$ cat src/rtl/convolver_ctrl.sv
// convolver_ctrl: 3x3 convolver lane sequencer (ports: clk, rst async active-low, start/abort, row_length/num_rows, flt/pix handshakes, shifting_*, line_buffer_reset, mac_enable, out_valid, busy, done, cfg_err)
module convolver_ctrl #(
  parameter int ROW_W   = 10,
  parameter int MAC_LAT = 2,
  parameter int TAPS    = 9
) (
  input  logic             clk,
  input  logic             rst,
  input  logic             start,
  input  logic             abort,
  input  logic [ROW_W-1:0] row_length,
  input  logic [ROW_W-1:0] num_rows,
  input  logic             flt_valid,
  output logic             flt_ready,
  input  logic             pix_valid,
  output logic             pix_ready,
  output logic             shifting_filter,
  output logic             line_buffer_reset,
  output logic             shifting_line,
  output logic             mac_enable,
  output logic             out_valid,
  output logic             busy,
  output logic             done,
  output logic             cfg_err
);
  localparam int CW = $clog2(TAPS + MAC_LAT + 1);
  typedef enum logic [1:0] {IDLE, LOADF, STREAM, DRAIN} state_t;
  state_t state, state_n;
  logic [ROW_W-1:0] w, h, col, row;
  logic [CW-1:0] cnt;
  logic [MAC_LAT-1:0] pipe;
  logic cfg_ok, start_ok, tap_last, pix_last, drain_last, col_last;
  assign flt_ready       = state == LOADF;
  assign pix_ready       = state == STREAM;
  assign busy            = state != IDLE;
  assign shifting_filter = flt_valid & flt_ready;
  assign shifting_line   = pix_valid & pix_ready;
  assign out_valid       = pipe[MAC_LAT-1];
  assign cfg_ok          = row_length >= ROW_W'(3) && num_rows >= ROW_W'(3);
  assign start_ok        = state == IDLE && start && !abort && cfg_ok;
  assign tap_last        = shifting_filter && cnt == CW'(TAPS - 1);
  assign col_last        = col == w - ROW_W'(1);
  assign pix_last        = shifting_line && col_last && row == h - ROW_W'(1);
  assign drain_last      = state == DRAIN && cnt == CW'(MAC_LAT);
  assign done            = drain_last;
  always_comb begin
    state_n = abort ? IDLE : start_ok ? LOADF : tap_last ? STREAM : pix_last ? DRAIN : drain_last ? IDLE : state;
  end
  always_ff @(posedge clk or negedge rst) begin
    if (!rst) begin
      state             <= IDLE;
      cnt               <= '0;
      w                 <= '0;
      h                 <= '0;
      col               <= '0;
      row               <= '0;
      line_buffer_reset <= 1'b0;
      cfg_err           <= 1'b0;
      mac_enable        <= 1'b0;
      pipe              <= '0;
    end else begin
      state             <= state_n;
      cnt               <= (state_n != state) ? '0 : (shifting_filter || state == DRAIN) ? cnt + CW'(1) : cnt;
      w                 <= start_ok ? row_length : w;
      h                 <= start_ok ? num_rows : h;
      col               <= start_ok ? '0 : shifting_line ? (col_last ? '0 : col + ROW_W'(1)) : col;
      row               <= start_ok ? '0 : (shifting_line && col_last) ? row + ROW_W'(1) : row;
      line_buffer_reset <= start_ok || (abort && state != IDLE);
      cfg_err           <= state == IDLE && start && !abort && !cfg_ok;
      // window is valid once two full rows and two columns of the current row are buffered
      mac_enable        <= !abort && shifting_line && row >= ROW_W'(2) && col >= ROW_W'(2);
      pipe              <= abort ? '0 : MAC_LAT'({pipe, mac_enable});
    end
  end
endmodule

$ cat config.mk
export PLATFORM = sky130hd
export DESIGN_NAME = convolver_ctrl
export DESIGN_NICKNAME = d
export VERILOG_FILES = /design/src/rtl/convolver_ctrl.sv
export SDC_FILE = /design/constraint.sdc
export NUM_CORES = 1
export LEC_CHECK = 0
export BUFFER_PORTS_ARGS = -buffer_cell sky130_fd_sc_hd__buf_2
export CAP_MARGIN = 10
export CORE_ASPECT_RATIO = 1.4
export CORE_MARGIN = 10
export CORE_UTILIZATION = 50
export DETAILED_ROUTE_END_ITERATION = 6
export PLACE_DENSITY = 0.76
export SETUP_SLACK_MARGIN = 0.15
export SYNTH_ARGS = -nofsm -noshare
export SYNTH_HDL_FRONTEND = slang
export SYNTH_SLANG_ARGS = --single-unit
export TNS_END_PERCENT = 5
$ cat constraint.sdc
create_clock -name clk -period 2.9 [get_ports clk]
set_input_delay 0.58 -clock clk [delete_from_list [all_inputs] [get_ports clk]]
set_output_delay 0.58 -clock clk [all_outputs]
set_load 0.005 [all_outputs]
==> out/metrics.csv <==
metric;value;unit
status;finished clean;
Tightest Pin Transition;0.5313;ns
DR iter-0 viols;170;
TNS Setup;0;ns
synthesis-to-layout area growth;18.95;%
# diodes;0;
CTS Buf Count;5;
share of the yosys chip area belonging to registers;40.19;%
Mapped Nets;418;
Lkg Pwr;1.750;nW
layout cells sized above 1;21.68;%
vias in the first global route;3046;
Avg Synthesized Cell Area;8.291;µm²
Residual DRC;0;
Synth Flop Type;dfrtp_1;
Commonest cells post-synth;73 x nand2_1, 51 x dfrtp_1, 23 x a21oi_1, 23 x nor2_1, 18 x nand3_1;
initial antenna violation count;0;
final worst setup slack;0.07837;ns
crit-path max FO;10;
ys async rst share;100.0;%
Pwr Total;1.809;mW
core area;6211;µm²
Longest Clk Path Bufs;2;
Reg clk slew, reported paths;0.09;ns
Hold Vio Cnt, Final;0;
DRT Pass-1 Iters;4;
root buffer cell;clkbuf_8;
Hold Path Class;in2async;
Startpoint Class;flip-flop;
cell with the most instances after synthesis;nand2_1;
Starting Density;51.13;%
Power Dens Cells;478.9;nW/µm²
Max Fclk;354.4;MHz
GPL Wtd Cong;0.8724;
Die Ht;114.3;µm
dpl ws;-0.004809;ns
Synth top area share;40.19;%
CTS Hold Bufs;0;
Placed Instances;485;
GRT Util Overall;16.55;%
Final Setup Violations;0;
first-pass GRT wire length;13720;µm
critical path arrival;3.01;ns
Die Footprint;9984;µm²
Detail Route Antenna Nets;0;
Clock H-tree levels;2;
port bufs;35;
max cap viols;0;
Vias/cell;5.938;
WS Path Type;reg2reg;
RSZ-0062 raised after global routing;true;
CP endpoint kind;flip-flop;
Post-synth EDFFs;0;
warnings from Yosys;0;
total wire length;8106;µm
minimum clock period;2.822;ns
cell type with the highest aggregate area in the netlist;dfrtp_1;
routed wire length per instance;16.18;µm
Non-Filler Instances;501;
Synth area leaders;dfrtp_1 40%, nand2_1 8.6%, xnor2_1 4.1%, a21oi_1 3.6%, ha_1 3.5%;
Final Max Tran Viols;0;
post-synthesis cell area;3176;µm²
IR Drop Worst-Case VDD;0.2619;mV
I/O pin count;36;
CTS tree;yes;
Layout Nets;463;
Yosys cell types;49;
Rows;34;
Final Cycle Share;97.30;%
pin count of the biggest net entering global routing;24;
die width;87.36;µm
Yosys reg bits;51;
required time worst endpoint;3.09;ns
HPWL Detailed;6066;µm
Post-Syn Instances;383;
clk sinks;51;
Layout Skew;0.006995;ns
grt total ovfl;0;
Clock Latency Late Sink;0.30;ns
detailed-route via count;2975;
max_slew headroom;64.42;%
sequential cells by signal, summed over array words and instances (netlist names):
register and count:
w 10, col 10, row 10, pipe 2
mac_enable 1, state 2, cfg_err 1, h 10
line_buffer_reset 1, cnt 4
final cells by class:
type,count,area (µm²)
repair buffers,57,377.9
fillers,545,2434
clock buffers,7,76.32
well taps,72,90.09
flip-flops and latches,51,1279
multi-input cells,298,1893
inverters,15,56.30
clock inverters,1,5.005
placed cells by master, fill, tap and decap left out, drive strengths merged, types with 9 or more instances in the layout:
master  synthesis  layout
xnor2          15      15
nand2          73      73
nor3            9       9
a21oi          23      23
buf             2      56
dfrtp          51      51
inv            15      15
nand3          18      18
o21ai          16      16
a31oi          10      10
nor2           23      23
ha              9       9
nor4           10      10
cell families after synthesis:
family / synth area share (%)
xor+xnor: 6.344
simple gates: 29.51
mux: 0.3152
fa+ha+maj: 3.546
buf+inv: 4.058
flops: 40.19
compound gates: 16.04
timing repair:
item / 4_1_cts / 5_1_grt
buffers inserted: 5 / 2
gates cloned: 1 / 0
gates resized for setup: 5 / 26
setup endpoints to repair: 11 / 20
pin swaps: 3 / 11
final timing paths:
| path | slack, ns | endpoint | from | cells after the start |
|---|---|---|---|---|
| max | 0.08 | row[8]$_DFFE_PN0P_ | w[2]$_DFFE_PN0P_ | 9 |
| min | 0.24 | col[5]$_DFFE_PN0P_ | rst | 1 |
| max reg2reg | 0.08 | row[8]$_DFFE_PN0P_ | w[2]$_DFFE_PN0P_ | 9 |
| min reg2reg | 0.48 | pipe[1]$_DFF_PN0_ | pipe[0]$_DFF_PN0_ | 1 |
| max in group asynchronous | 2.02 | w[3]$_DFFE_PN0P_ | rst | 2 |
| min in group clk | 0.48 | pipe[1]$_DFF_PN0_ | pipe[0]$_DFF_PN0_ | 1 |
routing by layer:
layer | track usage, % | wire length (µm) | vias to the layer above
met2 | 30.69 | 4582 | 72
met4 | 7.356 | 251 | 0
li1 | - | - | 1448
met5 | 0 | 0 | -
met1 | 17.57 | 2936 | 1436
met3 | 2.493 | 336 | 19
report_power, final:
part	switching, mW	leakage (nW)	total [mW]	internal [mW]
logic	0.280	1.04	0.530	0.250
registers	0.102	0.671	0.882	0.780
clock network	0.227	0.0422	0.397	0.170
worst max-delay path, stage by stage, from the launching register on:
cell and delay, ns:
dfrtp_2 0.47, nor3_4 0.23, a21boi_0 0.16, or4_1 0.51, a221oi_2 0.30, nand4_1 0.24
buf_4 0.21, bufbuf_16 0.27, o31ai_4 0.24, a21oi_2 0.08
stage by stage:
step,instance area (µm²),hold WS (ns),util [%]
2_1_floorplan,3176,0.2844,-
3_3_place_gp,3488,0.4444,56.16
3_5_place_dp,3488,0.4602,56.16
4_1_cts,3656,0.2520,58.86
5_1_grt,3777,0.2651,60.82
6_report,3777,0.2372,60.82
(Power assumes the default switching activity.)
